File: config.mk
export PLATFORM = sky130hd
export DESIGN_NAME = multicycle_control_fsm
export DESIGN_NICKNAME = d
export VERILOG_FILES = /design/src/rtl/multicycle_control_fsm_pkg.sv /design/src/rtl/multicycle_control_fsm_output_decode.sv /design/src/rtl/multicycle_control_fsm.sv
export SDC_FILE = /design/constraint.sdc
export NUM_CORES = 1
export LEC_CHECK = 0
export CAP_MARGIN = 20
export CORE_UTILIZATION = 34
export CTS_CLUSTER_DIAMETER = 120
export DETAILED_ROUTE_END_ITERATION = 12
export HOLD_SLACK_MARGIN = 0.03
export PLACE_DENSITY = 0.79
export SKIP_CTS_REPAIR_TIMING = 1
export SLEW_MARGIN = 10
export SYNTH_ARGS = -nofsm -noshare
export SYNTH_HDL_FRONTEND = slang
export SYNTH_SLANG_ARGS = --single-unit
File: constraint.sdc
create_clock -name clk -period 1.4 [get_ports clk]
set_input_delay 0.28 -clock clk [delete_from_list [all_inputs] [get_ports clk]]
set_output_delay 0.28 -clock clk [all_outputs]
set_load 0.005 [all_outputs]
File: src/rtl/multicycle_control_fsm_pkg.sv
// Shared encodings for the multicycle MIPS controller, datapath and ALU decoder.
// Holds state codes, opcodes, ALUSrcB/ALUOp/PCSrc encodings and the control vector type.
// Optional feature macro CTRL_BNE_EN: when defined, bne (000101) is a legal branch.
package multicycle_control_fsm_pkg;

`ifdef CTRL_BNE_EN
   localparam bit BNE_EN = 1'b1;
`else
   localparam bit BNE_EN = 1'b0;
`endif

   // State encoding; codes 12..15 are unused and fall back to FETCH.
   localparam logic [3:0] S_FETCH    = 4'd0;
   localparam logic [3:0] S_DECODE   = 4'd1;
   localparam logic [3:0] S_MEMADR   = 4'd2;
   localparam logic [3:0] S_MEMREAD  = 4'd3;
   localparam logic [3:0] S_MEMWB    = 4'd4;
   localparam logic [3:0] S_MEMWRITE = 4'd5;
   localparam logic [3:0] S_EXECUTE  = 4'd6;
   localparam logic [3:0] S_ALUWB    = 4'd7;
   localparam logic [3:0] S_BRANCH   = 4'd8;
   localparam logic [3:0] S_ADDIEXEC = 4'd9;
   localparam logic [3:0] S_ADDIWB   = 4'd10;
   localparam logic [3:0] S_JUMP     = 4'd11;

   localparam logic [5:0] OP_RTYPE = 6'b000000;
   localparam logic [5:0] OP_J     = 6'b000010;
   localparam logic [5:0] OP_BEQ   = 6'b000100;
   localparam logic [5:0] OP_BNE   = 6'b000101;
   localparam logic [5:0] OP_ADDI  = 6'b001000;
   localparam logic [5:0] OP_LW    = 6'b100011;
   localparam logic [5:0] OP_SW    = 6'b101011;

   localparam logic [1:0] SRCB_B       = 2'b00;
   localparam logic [1:0] SRCB_FOUR    = 2'b01;
   localparam logic [1:0] SRCB_IMM     = 2'b10;
   localparam logic [1:0] SRCB_IMM_SH2 = 2'b11;

   localparam logic [1:0] ALUOP_ADD   = 2'b00;
   localparam logic [1:0] ALUOP_SUB   = 2'b01;
   localparam logic [1:0] ALUOP_FUNCT = 2'b10;

   localparam logic [1:0] PCSRC_ALU    = 2'b00;
   localparam logic [1:0] PCSRC_ALUOUT = 2'b01;
   localparam logic [1:0] PCSRC_JUMP   = 2'b10;

   typedef struct packed {
      logic       pc_en;
      logic       i_or_d;
      logic       mem_read;
      logic       mem_write;
      logic       ir_write;
      logic       reg_dst;
      logic       mem_to_reg;
      logic       reg_write;
      logic       alu_src_a;
      logic [1:0] alu_src_b;
      logic [1:0] alu_op;
      logic [1:0] pc_src;
      logic       illegal_op;
   } ctrl_t;

   // State entered after DECODE; FETCH means the opcode is not supported.
   function automatic logic [3:0] decode_target(input logic [5:0] op);
      case (op)
         OP_LW, OP_SW: return S_MEMADR;
         OP_RTYPE:     return S_EXECUTE;
         OP_BEQ:       return S_BRANCH;
         OP_BNE:       return BNE_EN ? S_BRANCH : S_FETCH;
         OP_ADDI:      return S_ADDIEXEC;
         OP_J:         return S_JUMP;
         default:      return S_FETCH;
      endcase
   endfunction

   function automatic logic is_bne(input logic [5:0] op);
      return BNE_EN && (op == OP_BNE);
   endfunction

endpackage

File: src/rtl/multicycle_control_fsm_output_decode.sv
// Combinational map from (state, zero, mem_ready, opcode) to the control vector.
// Ports: state/zero/mem_ready/opcode in, ctrl (packed ctrl_t) out.
// mem_ready here is the effective ready (already forced to 1 when waits are disabled).
module ctrl_output_decode
   import multicycle_control_fsm_pkg::*;
(
   input  logic [3:0] state,
   input  logic       zero,
   input  logic       mem_ready,
   input  logic [5:0] opcode,
   output ctrl_t      ctrl
);

   always_comb begin
      ctrl = '0;
      case (state)
         S_FETCH: begin
            ctrl.mem_read  = 1'b1;
            ctrl.alu_src_b = SRCB_FOUR;
            ctrl.alu_op    = ALUOP_ADD;
            // PC and IR only load on the cycle the fetch actually completes.
            ctrl.ir_write  = mem_ready;
            ctrl.pc_en     = mem_ready;
         end
         S_DECODE: begin
            ctrl.alu_src_b  = SRCB_IMM_SH2;
            ctrl.alu_op     = ALUOP_ADD;
            ctrl.illegal_op = (decode_target(opcode) == S_FETCH);
         end
         S_MEMADR: begin
            ctrl.alu_src_a = 1'b1;
            ctrl.alu_src_b = SRCB_IMM;
         end
         S_MEMREAD: begin
            ctrl.i_or_d   = 1'b1;
            ctrl.mem_read = 1'b1;
         end
         S_MEMWB: begin
            ctrl.mem_to_reg = 1'b1;
            ctrl.reg_write  = 1'b1;
         end
         S_MEMWRITE: begin
            ctrl.i_or_d    = 1'b1;
            ctrl.mem_write = 1'b1;
         end
         S_EXECUTE: begin
            ctrl.alu_src_a = 1'b1;
            ctrl.alu_src_b = SRCB_B;
            ctrl.alu_op    = ALUOP_FUNCT;
         end
         S_ALUWB: begin
            ctrl.reg_dst   = 1'b1;
            ctrl.reg_write = 1'b1;
         end
         S_BRANCH: begin
            ctrl.alu_src_a = 1'b1;
            ctrl.alu_op    = ALUOP_SUB;
            ctrl.pc_src    = PCSRC_ALUOUT;
            // bne takes the branch when the operands differ.
            ctrl.pc_en     = zero ^ is_bne(opcode);
         end
         S_ADDIEXEC: begin
            ctrl.alu_src_a = 1'b1;
            ctrl.alu_src_b = SRCB_IMM;
         end
         S_ADDIWB: begin
            ctrl.reg_write = 1'b1;
         end
         S_JUMP: begin
            ctrl.pc_src = PCSRC_JUMP;
            ctrl.pc_en  = 1'b1;
         end
         default: ctrl = '0;
      endcase
   end

endmodule

File: src/rtl/multicycle_control_fsm.sv
// Moore main controller for the multicycle MIPS datapath: state register + next-state logic.
// Ports: clk, reset (sync, active high), opcode/zero/mem_ready in; datapath enables/selects,
// illegal_op pulse and debug state out. Optional macro CTRL_BNE_EN enables bne.
module multicycle_control_fsm
   import multicycle_control_fsm_pkg::*;
#(
   parameter bit WAIT_MEM = 1'b1
)(
   input  logic       clk,
   input  logic       reset,
   input  logic [5:0] opcode,
   input  logic       zero,
   input  logic       mem_ready,
   output logic       pc_en,
   output logic       i_or_d,
   output logic       mem_read,
   output logic       mem_write,
   output logic       ir_write,
   output logic       reg_dst,
   output logic       mem_to_reg,
   output logic       reg_write,
   output logic       alu_src_a,
   output logic [1:0] alu_src_b,
   output logic [1:0] alu_op,
   output logic [1:0] pc_src,
   output logic       illegal_op,
   output logic [3:0] state
);

   logic [3:0] cur_state;
   logic [3:0] next_state;
   logic       mem_rdy;
   ctrl_t      ctrl;
   ctrl_t      ctrl_out;

   assign mem_rdy = WAIT_MEM ? mem_ready : 1'b1;

   always_comb begin
      next_state = S_FETCH;
      case (cur_state)
         S_FETCH:    next_state = mem_rdy ? S_DECODE : S_FETCH;
         S_DECODE:   next_state = decode_target(opcode);
         S_MEMADR:   next_state = (opcode == OP_SW) ? S_MEMWRITE : S_MEMREAD;
         S_MEMREAD:  next_state = mem_rdy ? S_MEMWB : S_MEMREAD;
         S_MEMWRITE: next_state = mem_rdy ? S_FETCH : S_MEMWRITE;
         S_EXECUTE:  next_state = S_ALUWB;
         S_ADDIEXEC: next_state = S_ADDIWB;
         default:    next_state = S_FETCH;
      endcase
   end

   always_ff @(posedge clk) begin
      if (reset) cur_state <= S_FETCH;
      else       cur_state <= next_state;
   end

   ctrl_output_decode u_decode (
      .state     (cur_state),
      .zero      (zero),
      .mem_ready (mem_rdy),
      .opcode    (opcode),
      .ctrl      (ctrl)
   );

   // Reset masks outputs combinationally so an in-flight memory request drops at once.
   assign ctrl_out   = reset ? '0 : ctrl;
   assign state      = reset ? S_FETCH : cur_state;
   assign pc_en      = ctrl_out.pc_en;
   assign i_or_d     = ctrl_out.i_or_d;
   assign mem_read   = ctrl_out.mem_read;
   assign mem_write  = ctrl_out.mem_write;
   assign ir_write   = ctrl_out.ir_write;
   assign reg_dst    = ctrl_out.reg_dst;
   assign mem_to_reg = ctrl_out.mem_to_reg;
   assign reg_write  = ctrl_out.reg_write;
   assign alu_src_a  = ctrl_out.alu_src_a;
   assign alu_src_b  = ctrl_out.alu_src_b;
   assign alu_op     = ctrl_out.alu_op;
   assign pc_src     = ctrl_out.pc_src;
   assign illegal_op = ctrl_out.illegal_op;

endmodule

== Word level (Yosys, flattened, before mapping) ==
Cells that the tools add are included.

* Bits of input ports: 10
* Bits in latches: 0
* Register bits after elaboration: 4
* Bits in read-only memories: 0
* Memory bits (writable): 0
* Memories: 0
* Output and inout port bits: 20

* $lt $le $gt $ge: 0
* $add $sub $neg: 0
* Multiplexer cells: 22
* Multiply operators: 0
* Bitwise operators: 0
* Shift operators: 0
* Equality and inequality tests: 16
* Div/mod/pow operators: 0
* Reductions and logical operators: 9

{| class="wikitable"
|+ Operator list
! cell !! number
|-
| $pmux 4 s7 || 1
|-
| $pmux 4 s5 || 1
|-
| $eq 4x3->1 const B || 4
|-
| $eq 4x4->1 const B || 4
|-
| $mux 16 || 1
|-
| $eq 6x6->1 const B || 2
|-
| $mux 1 || 10
|-
| $mux 3 || 3
|-
| $eq 4x2->1 const B || 2
|-
| $logic_not 4->1 || 2
|-
| $mux 4 || 2
|-
| $pmux 2 s2 || 2
|-
| $reduce_or 2->1 || 4
|-
| $eq 6x2->1 const B || 1
|-
| $eq 6x3->1 const B || 1
|-
| $eq 6x4->1 const B || 1
|-
| $logic_not 6->1 || 1
|-
| $pmux 2 s3 || 1
|-
| $eq 4x1->1 const B || 1
|-
| $reduce_or 4->1 || 1
|-
| $pmux 1 s3 || 1
|-
| $reduce_or 3->1 || 1
|}

== Depth between registers and ports, before layout ==
Gate-level depths: netlist of run 1.

* Depth after elaboration: 7
* Depth in mapped cells: 5
* Mapped depth without buffers: 4

== Hierarchy ==
A second synthesis of run 1 with hierarchy kept.

* Cell total of the unflattened synthesis: 104
* Area, all modules: 754.5 µm²

{| class="wikitable"
|+ Modules (own cells, without submodules)
! module !! times used !! cells each !! area an instance (µm²) !! seq. area each (µm²)
|-
| multicycle_control_fsm || 1 || 71 || 539.3 || 80.1
|-
| ctrl_output_decode || 1 || 33 || 215.2 || 0.0
|}

== Least setup slack after synthesis of run 1 ==
No wires, ideal clock.

* Kind: input -> output
* Start: in opcode[0]
* End: out illegal_op
* Buffers on the path: 0
* Arrival: 1.140 ns
* Stages: 4
* Setup slack: -0.020 ns
* Path through: or4_4 -> nor3_2 -> nor3_1 -> and3_1

* Longest elaborated chain between the ends: 7
* Elaborated cells between the ends (all ways): 12
* Classes of those cells: 5 x eq/ne; 4 x mux; 3 x reduce/logical

{| class="wikitable"
|+ RTL lines
! what !! RTL line !! RTL
|-
| start, declared || multicycle_control_fsm.sv:11 || <nowiki>input logic [5:0] opcode,</nowiki>
|-
| $eq 6x6->1 || multicycle_control_fsm_pkg.sv:65 || <nowiki>case (op)</nowiki>
|-
| $reduce_or 2->1 || multicycle_control_fsm_pkg.sv:65 ||
|-
| $pmux 4 s5 (*) || multicycle_control_fsm_pkg.sv:65 ||
|-
| $mux 4 (*) || multicycle_control_fsm_output_decode.sv:16 || <nowiki>case (state)</nowiki>
|-
| $logic_not 4->1 (*) || multicycle_control_fsm_output_decode.sv:28 || <nowiki>ctrl.illegal_op = (decode_target(opcode) == S_FETCH);</nowiki>
|-
| $mux 1 (*) || multicycle_control_fsm_output_decode.sv:16 ||
|-
| $mux 16 (*) || multicycle_control_fsm.sv:66 || <nowiki>assign ctrl_out = reset ? '0 : ctrl;</nowiki>
|-
| end, declared || multicycle_control_fsm.sv:26 || <nowiki>output logic illegal_op,</nowiki>
|}

Mark *: on every way between the ends. The rest lies on a longest branch, timed or not. The select of a mux whose other input is x is not followed.

== Worst setup path in the final report of run 1 ==
* Start: reg cur_state[0]
* End: out pc_en

* Longest elaborated chain between the ends: 3
* Elaborated cells between the ends (all ways): 5
* Classes of those cells: 2 x eq/ne; 2 x mux; 1 x reduce/logical

{| class="wikitable"
|+ RTL lines
! what !! RTL line !! RTL
|-
| start, declared || multicycle_control_fsm.sv:30 || <nowiki>logic [3:0] cur_state;</nowiki>
|-
| start signal, assigned || multicycle_control_fsm.sv:54 || <nowiki>else cur_state <= next_state;</nowiki>
|-
| $eq 4x4->1 or $logic_not 4->1 (tied branches) || multicycle_control_fsm_output_decode.sv:16 ||
|-
| $pmux 1 s3 (*) || multicycle_control_fsm_output_decode.sv:16 ||
|-
| $mux 16 (*) || multicycle_control_fsm.sv:66 ||
|-
| end, declared || multicycle_control_fsm.sv:14 || <nowiki>output logic pc_en,</nowiki>
|}

Mark *: on every way between the ends. The rest lies on a longest branch, timed or not.

==> flow_metrics.py, run 1 <==
metrics = {
    "finish": {
        "fill_cells": 41,
        "final_cells": 180,
        "register_area_um2": 95.09,
        "fin_nets": 176,
        "largest_reg_flops": 4,
        "top_regs": "cur_state x4",
        "drive_above_1_share_pct": 68.29,
        "top_register": "cur_state",
        "multi_input_area_um2": 614.3,
        "diodes": 0,
        "area_growth_pct": 160.6,
    },
    "power_and_ir_drop": {
        "power_frac_comb_pct": 50.3,
        "p_leak_nw": 0.7261,
        "netSwitchingPower_mw": 0.1734,
        "power_density_nw_per_um2": 364.5,
        "intPower_mw": 0.3483,
        "finalPower_mw": 0.5217,
        "switching_share_pct": 33.24,
        "seqPwrFrac_pct": 21.8,
        "peakVddDrop_v": 0.0006634,
        "clkPwrFrac_pct": 27.9,
    },
    "global_routing": {
        "antenna_found_initial": 0,
        "grt_pass1_wl_mm": 3.132,
        "grt_use_total_pct": 21.54,
        "grt_pass1_vias": 759,
        "grt.overflow.total": 0,
        "grt_max_degree": 13,
    },
    "critical_path": {
        "regToRegStartpoint": "cur_state[1]",
        "cp_top_family": "buffers and inverters",
        "worstRegToRegCells": 8,
        "crit_path_start_kind": "flop",
        "r2r_slack_ns": -0.08,
        "slowest_stage": "dfxtp_4",
        "path_depth": 6,
        "slowest_delay_ns": 0.35,
        "worstPathRequired_ns": 1.12,
        "rr_endpoint": "cur_state[1]",
        "crit_path_end_kind": "primary output",
        "crit_arrival_ns": 1.46,
        "worst-path-max-fanout": 3,
        "crit_buf_inv": 3,
        "worstSetupPathType": "flop to primary output",
        "path_cells": "buf_6, nor4b_4, buf_4, a31oi_1, o21ai_1, buf_2",
    },
    "detailed_routing": {
        "post_drt_via_cell_ratio": 6.250,
        "drt_iter0_markers": 30,
        "drtPass1Iterations": 4,
        "ant_nets": 0,
        "post_drt_wl_per_cell_um": 20.63,
        "num_vias": 1125,
        "finalWirelength_mm": 3.713,
        "drc": 0,
    },
    "synthesis": {
        "synth_top_area_share_pct": 14.58,
        "synth-edff-count": 0,
        "synth_area_leader_cell": "dfxtp_1",
        "synth-async-reset-ratio_pct": 0,
        "yosysMostFrequentCell": "nor2_1",
        "synth_flop_cell": "dfxtp_1",
        "ys_ff_latch": 4,
        "ys_top_cells_by_area": "dfxtp_1, nor2_1, nor3_1",
        "synthTopCellsByCount": "nor2_1, nand2_1, nor3_1",
        "postSynthAreaPerCell_um2": 6.242,
        "ys_seq_area_share_pct": 14.58,
        "netlist_area_um2": 549.3,
        "ys_warn_count": 0,
        "synth_cell_types": 34,
        "synth_nets": 98,
        "syn-instance-count": 88,
    },
    "clock_tree": {
        "cts_buffers": 3,
        "clock_path_buffers": 2,
        "clockRootBuffer": "clkbuf_4",
        "cts_tree": "done",
        "cts_num_sinks": 4,
        "clk_pin_slew_ns": 0.04,
        "cts_max_level": 1,
        "clock_latency_ns": 0.23,
    },
    "placement": {
        "dp_cells": 161,
        "port_buffers": 29,
        "pre_cts_slack_ns": -0.9486,
        "gp_congestion": 0.8953,
        "dpl.hpwl_mm": 1.505,
    },
    "die": {
        "design.core.area_um2": 1506,
        "start_util_pct": 36.46,
        "dieArea_um2": 1780,
        "die_h_um": 42.20,
        "rows": 14,
        "io_pins": 30,
        "die_w_um": 42.20,
    },
    "sta": {
        "period_needed_ns": 1.741,
        "tns_ns": -2.660,
        "rsz0062_at_grt": "true",
        "fin_worst_skew_ns": 0.001953,
        "whs_ns": 0.6220,
        "fmax_mhz": 574.3,
        "finalCritPeriodShare_pct": 124.4,
        "worst_slew_pin_slew_ns": 0.3350,
        "setup_violations": 19,
        "drv_slew": 0,
        "slew_headroom_pct": 77.47,
        "fin_ws_ns": -0.3412,
        "hold_viol": 0,
    },
    "hold_path": {
        "hold_depth": 4,
        "hold_path_end": "cur_state[0]",
        "hp-class": "input pin to flop",
        "hold_start": "mem_ready",
    },
    "status": {
        "violations": "negative setup slack",
        "status": "finished, violations left",
    },
    "run": {
        "drv_cap": 0,
    },
}
[layout make-up]
type | count | share of cell area (%)
Timing Repair Buffer | 79 | 46.50
Sequential cell | 4 | 6.643
Tap cell | 16 | 1.399
Clock buffer | 3 | 1.573
Inverter | 3 | 0.9615
Multi-Input combinational cell | 75 | 42.92
[logic make-up (layout without fill, tap and decap cells)]
kind of cell	count (synthesis)	after routing	share of synthesized area, %
and+or+nand+nor	52	52	51.02
xor gates and xnor gates	3	3	4.784
buffers and inverters	9	85	6.150
AOI/OAI and AO/OA	20	20	23.46
DFF	4	4	14.58
[stage by stage]
| step | instance area (um^2) | util, % |
|---|---|---|
| 2_1_floorplan | 549.3 | - |
| 3_3_place_gp | 1092 | 72.51 |
| 3_5_place_dp | 1092 | 72.51 |
| 4_1_cts | 1115 | 74.00 |
| 5_1_grt | 1431 | 95.02 |
| 6_report | 1431 | 95.02 |
[power groups by stage]
| stage | Sequential [mW] | Combinational [mW] | Clock (mW) |
|---|---|---|---|
| finish | 0.114 | 0.262 | 0.146 |
| global route | 0.114 | 0.272 | 0.152 |
| CTS | 0.119 | 0.180 | 0.146 |
| detailed placement | 0.121 | 0.179 | 0 |
| global placement | 0.120 | 0.174 | 0 |
| floorplan | 0.121 | 0.0565 | 0 |
[worst max-delay path by stage]
| stage | from | endpoint |
|---|---|---|
| 3_5_place_dp | opcode[0] | illegal_op |
| 5_1_grt | cur_state[0] | pc_en |
| 3_3_place_gp | opcode[0] | illegal_op |
| 6_report | cur_state[0] | pc_en |
| 4_1_cts | opcode[0] | illegal_op |
| 2_1_floorplan | opcode[0] | illegal_op |
[routing by layer]
layer / GRT usage (%) / up-vias / routed length (um)
met1: 25.46 / 529 / 1300
met2: 41.85 / 100 / 1902
met4: 1.875 / 0 / 178
li1: - / 474 / -
met5: 0 / - / 0
met3: 3.017 / 22 / 331
[worst reg2reg max path: cells and delay by family, from the launching register on]
family / cells / cell delay [ns]
flip-flops: 1 / 0.36
buffers and inverters: 4 / 0.51
AO/OA/AOI/OAI: 3 / 0.40
AND/OR/NAND/NOR: 1 / 0.14
[cells in the final DEF (no fill, tap or decap), types with 2 or more instances in the layout]
cell            synthesis  layout
nor2_1                 12       7
clkbuf_4                0       3
nand3_1                 3       2
nand2b_4                0       2
nand2_1                 9       4
clkbuf_2                0       6
nand3b_1                2       2
nor3_4                  0       2
nor2_4                  0       3
buf_2                   0      13
nor4_2                  0       2
inv_1                   3       2
o21ai_0                 5       2
a21o_1                  2       2
a31oi_1                 2       2
nor3_1                  8       4
nor3_2                  2       4
o21ai_1                 1       2
buf_6                   0      12
buf_4                   0      36
buf_8                   0       2
nor2_2                  0       2
dlymetal6s2s_1          0       8
o21ai_2                 0       2
a21oi_2                 0       2
dfxtp_4                 0       4
nand2_2                 0       5
and3_1                  2       2
Note: power is estimated with default switching activity, not from simulation.
==> run 2, diff against run 1 <==
--- a/config.mk
+++ b/config.mk
@@ -6,11 +6,13 @@
 export NUM_CORES = 1
 export LEC_CHECK = 0
 export CAP_MARGIN = 20
-export CORE_UTILIZATION = 34
+export CELL_PAD_IN_SITES_DETAIL_PLACEMENT = 1
+export CELL_PAD_IN_SITES_GLOBAL_PLACEMENT = 1
+export CORE_UTILIZATION = 22
 export CTS_CLUSTER_DIAMETER = 120
 export DETAILED_ROUTE_END_ITERATION = 12
 export HOLD_SLACK_MARGIN = 0.03
-export PLACE_DENSITY = 0.79
+export PLACE_DENSITY = 0.78
 export SKIP_CTS_REPAIR_TIMING = 1
 export SLEW_MARGIN = 10
 export SYNTH_ARGS = -nofsm -noshare
==> run 2 against run 1 <==
  * The run still ends with negative setup slack left
  * Critical path depth is the same
  * Power shrank 1.0%
  * Register-to-register slack better by 0.08 ns
  * Wire length grew 4.5%
  * Global-route usage shrank 1.4 points
  * Clock power up 5%
  * Clock skew fell by 0.0012 ns
  * Sequential power about the same
  * First-iteration DRC count down 50%
  * Core utilization down 30 points
  * Highest routed layer unchanged
  * Via count decreased by 8.8%
==> flow_metrics.py, run 2 (same netlist as run 1, synthesis figures left out) <==
metrics = {
    "detailed_routing": {
        "drt_iter0_markers": 15,
        "drtPass1Iterations": 4,
        "post_drt_via_cell_ratio": 5.262,
        "ant_nets": 0,
        "post_drt_wl_per_cell_um": 19.90,
        "drc": 0,
        "finalWirelength_mm": 3.880,
        "num_vias": 1026,
    },
    "status": {
        "status": "finished, violations left",
        "violations": "negative setup slack",
    },
    "die": {
        "start_util_pct": 24.13,
        "dieArea_um2": 2700,
        "io_pins": 30,
        "rows": 17,
        "die_w_um": 51.97,
        "design.core.area_um2": 2276,
        "die_h_um": 51.97,
    },
    "critical_path": {
        "slowest_stage": "dfxtp_4",
        "crit_buf_inv": 2,
        "crit_path_end_kind": "primary output",
        "slowest_delay_ns": 0.41,
        "worstPathRequired_ns": 1.12,
        "rr_endpoint": "cur_state[0]",
        "crit_path_start_kind": "flop",
        "worstRegToRegCells": 6,
        "worst-path-max-fanout": 6,
        "r2r_slack_ns": 0,
        "cp-endpoint": "reg_write",
        "worstSetupPathType": "flop to primary output",
        "cp-startpoint": "cur_state[3]",
        "cp_top_family": "flip-flops",
        "path_depth": 6,
        "regToRegStartpoint": "cur_state[1]",
        "path_cells": "buf_4, nand3b_1, o21ai_0, a32oi_1, nor2_1, dlymetal6s2s_1",
        "crit_arrival_ns": 1.55,
    },
    "sta": {
        "period_needed_ns": 1.827,
        "fmax_mhz": 547.2,
        "worst_slew_pin_slew_ns": 0.4330,
        "fin_worst_skew_ns": 0.0007591,
        "tns_ns": -3.045,
        "drv_slew": 0,
        "slew_headroom_pct": 70.67,
        "finalCritPeriodShare_pct": 130.5,
        "whs_ns": 0.5676,
        "fin_ws_ns": -0.4274,
        "hold_viol": 0,
        "setup_violations": 20,
        "rsz0062_at_grt": "true",
    },
    "clock_tree": {
        "cts_tree": "done",
        "clk_pin_slew_ns": 0.04,
        "clockRootBuffer": "clkbuf_4",
        "clock_latency_ns": 0.25,
        "clock_path_buffers": 2,
        "cts_buffers": 3,
        "cts_max_level": 1,
        "cts_num_sinks": 4,
    },
    "power_and_ir_drop": {
        "clkPwrFrac_pct": 29.7,
        "netSwitchingPower_mw": 0.1736,
        "finalPower_mw": 0.5165,
        "p_leak_nw": 0.7660,
        "power_frac_comb_pct": 47.9,
        "peakVddDrop_v": 0.0003102,
        "seqPwrFrac_pct": 22.4,
        "intPower_mw": 0.3429,
        "power_density_nw_per_um2": 348.9,
        "switching_share_pct": 33.61,
    },
    "finish": {
        "top_regs": "cur_state x4",
        "drive_above_1_share_pct": 67.07,
        "area_growth_pct": 169.5,
        "layout_common_cells": "buf_4, buf_6, buf_2, nor2_1, dlymetal6s2s_1",
        "fin_nets": 179,
        "stdcell_area_um2": 1480,
        "largest_reg_flops": 4,
        "diodes": 0,
        "final_cells": 195,
        "mostFrequentLayoutCell": "buf_4",
        "top_register": "cur_state",
    },
    "global_routing": {
        "grt_pass1_wl_mm": 3.953,
        "grt_max_degree": 17,
        "grt_pass1_vias": 944,
        "antenna_found_initial": 0,
        "grt.overflow.total": 0,
        "grt_use_total_pct": 20.11,
    },
    "placement": {
        "dpl.hpwl_mm": 2.025,
        "dp_cells": 177,
        "port_buffers": 29,
        "place_area_um2": 1137,
        "gp_congestion": 0.8596,
    },
    "hold_path": {
        "hp-class": "input pin to flop",
    },
    "run": {
        "drv_cap": 0,
    },
}
run 2: metrics by stage:
| step | setup WS, ns | util [%] |
|---|---|---|
| 2_1_floorplan | -0.01963 | - |
| 3_3_place_gp | -0.8929 | 49.97 |
| 3_5_place_dp | -0.9179 | 49.97 |
| 4_1_cts | -0.9385 | 50.96 |
| 5_1_grt | -0.4475 | 65.04 |
| 6_report | -0.4274 | 65.04 |
run 2: worst min-delay path by stage:
| stage | depth (start not counted) | end | startpoint |
|---|---|---|---|
| global placement | 3 | cur_state[2] | cur_state[0] |
| global route | 6 | cur_state[3] | opcode[5] |
| floorplan | 3 | cur_state[2] | mem_ready |
| CTS | 3 | cur_state[2] | cur_state[0] |
| finish | 6 | cur_state[3] | opcode[5] |
| detailed placement | 3 | cur_state[2] | cur_state[0] |
run 2: worst min-delay path, delay by kind of cell:
kind	cells	cell delay, ns
buf+inv	3	0.29
simple gates	1	0.04
compound gates	2	0.15
run 2: area by class of cell:
class                   count  area [um^2]
fillers                   278        795.8
repair buffers             82        713.2
multi-input cells          75        603.1
flip-flops and latches      4        95.09
well taps                  28        35.03
clock buffers               3        22.52
inverters                   3        11.26
run 2: layer usage:
layer,GRT usage [%],vias to the layer above,part of all wire [%]
met5,0,-,0
met4,9.009,0,4.1
met3,3.801,16,4.4
met2,40.38,45,51
met1,19.06,489,40
li1,-,476,-
run 2: power by group through the flow:
stage	Sequential (mW)	Clock (mW)	Combinational [mW]
floorplan	0.121	0	0.0565
global placement	0.121	0	0.176
detailed placement	0.121	0	0.185
CTS	0.119	0.153	0.186
global route	0.116	0.170	0.263
finish	0.116	0.153	0.247
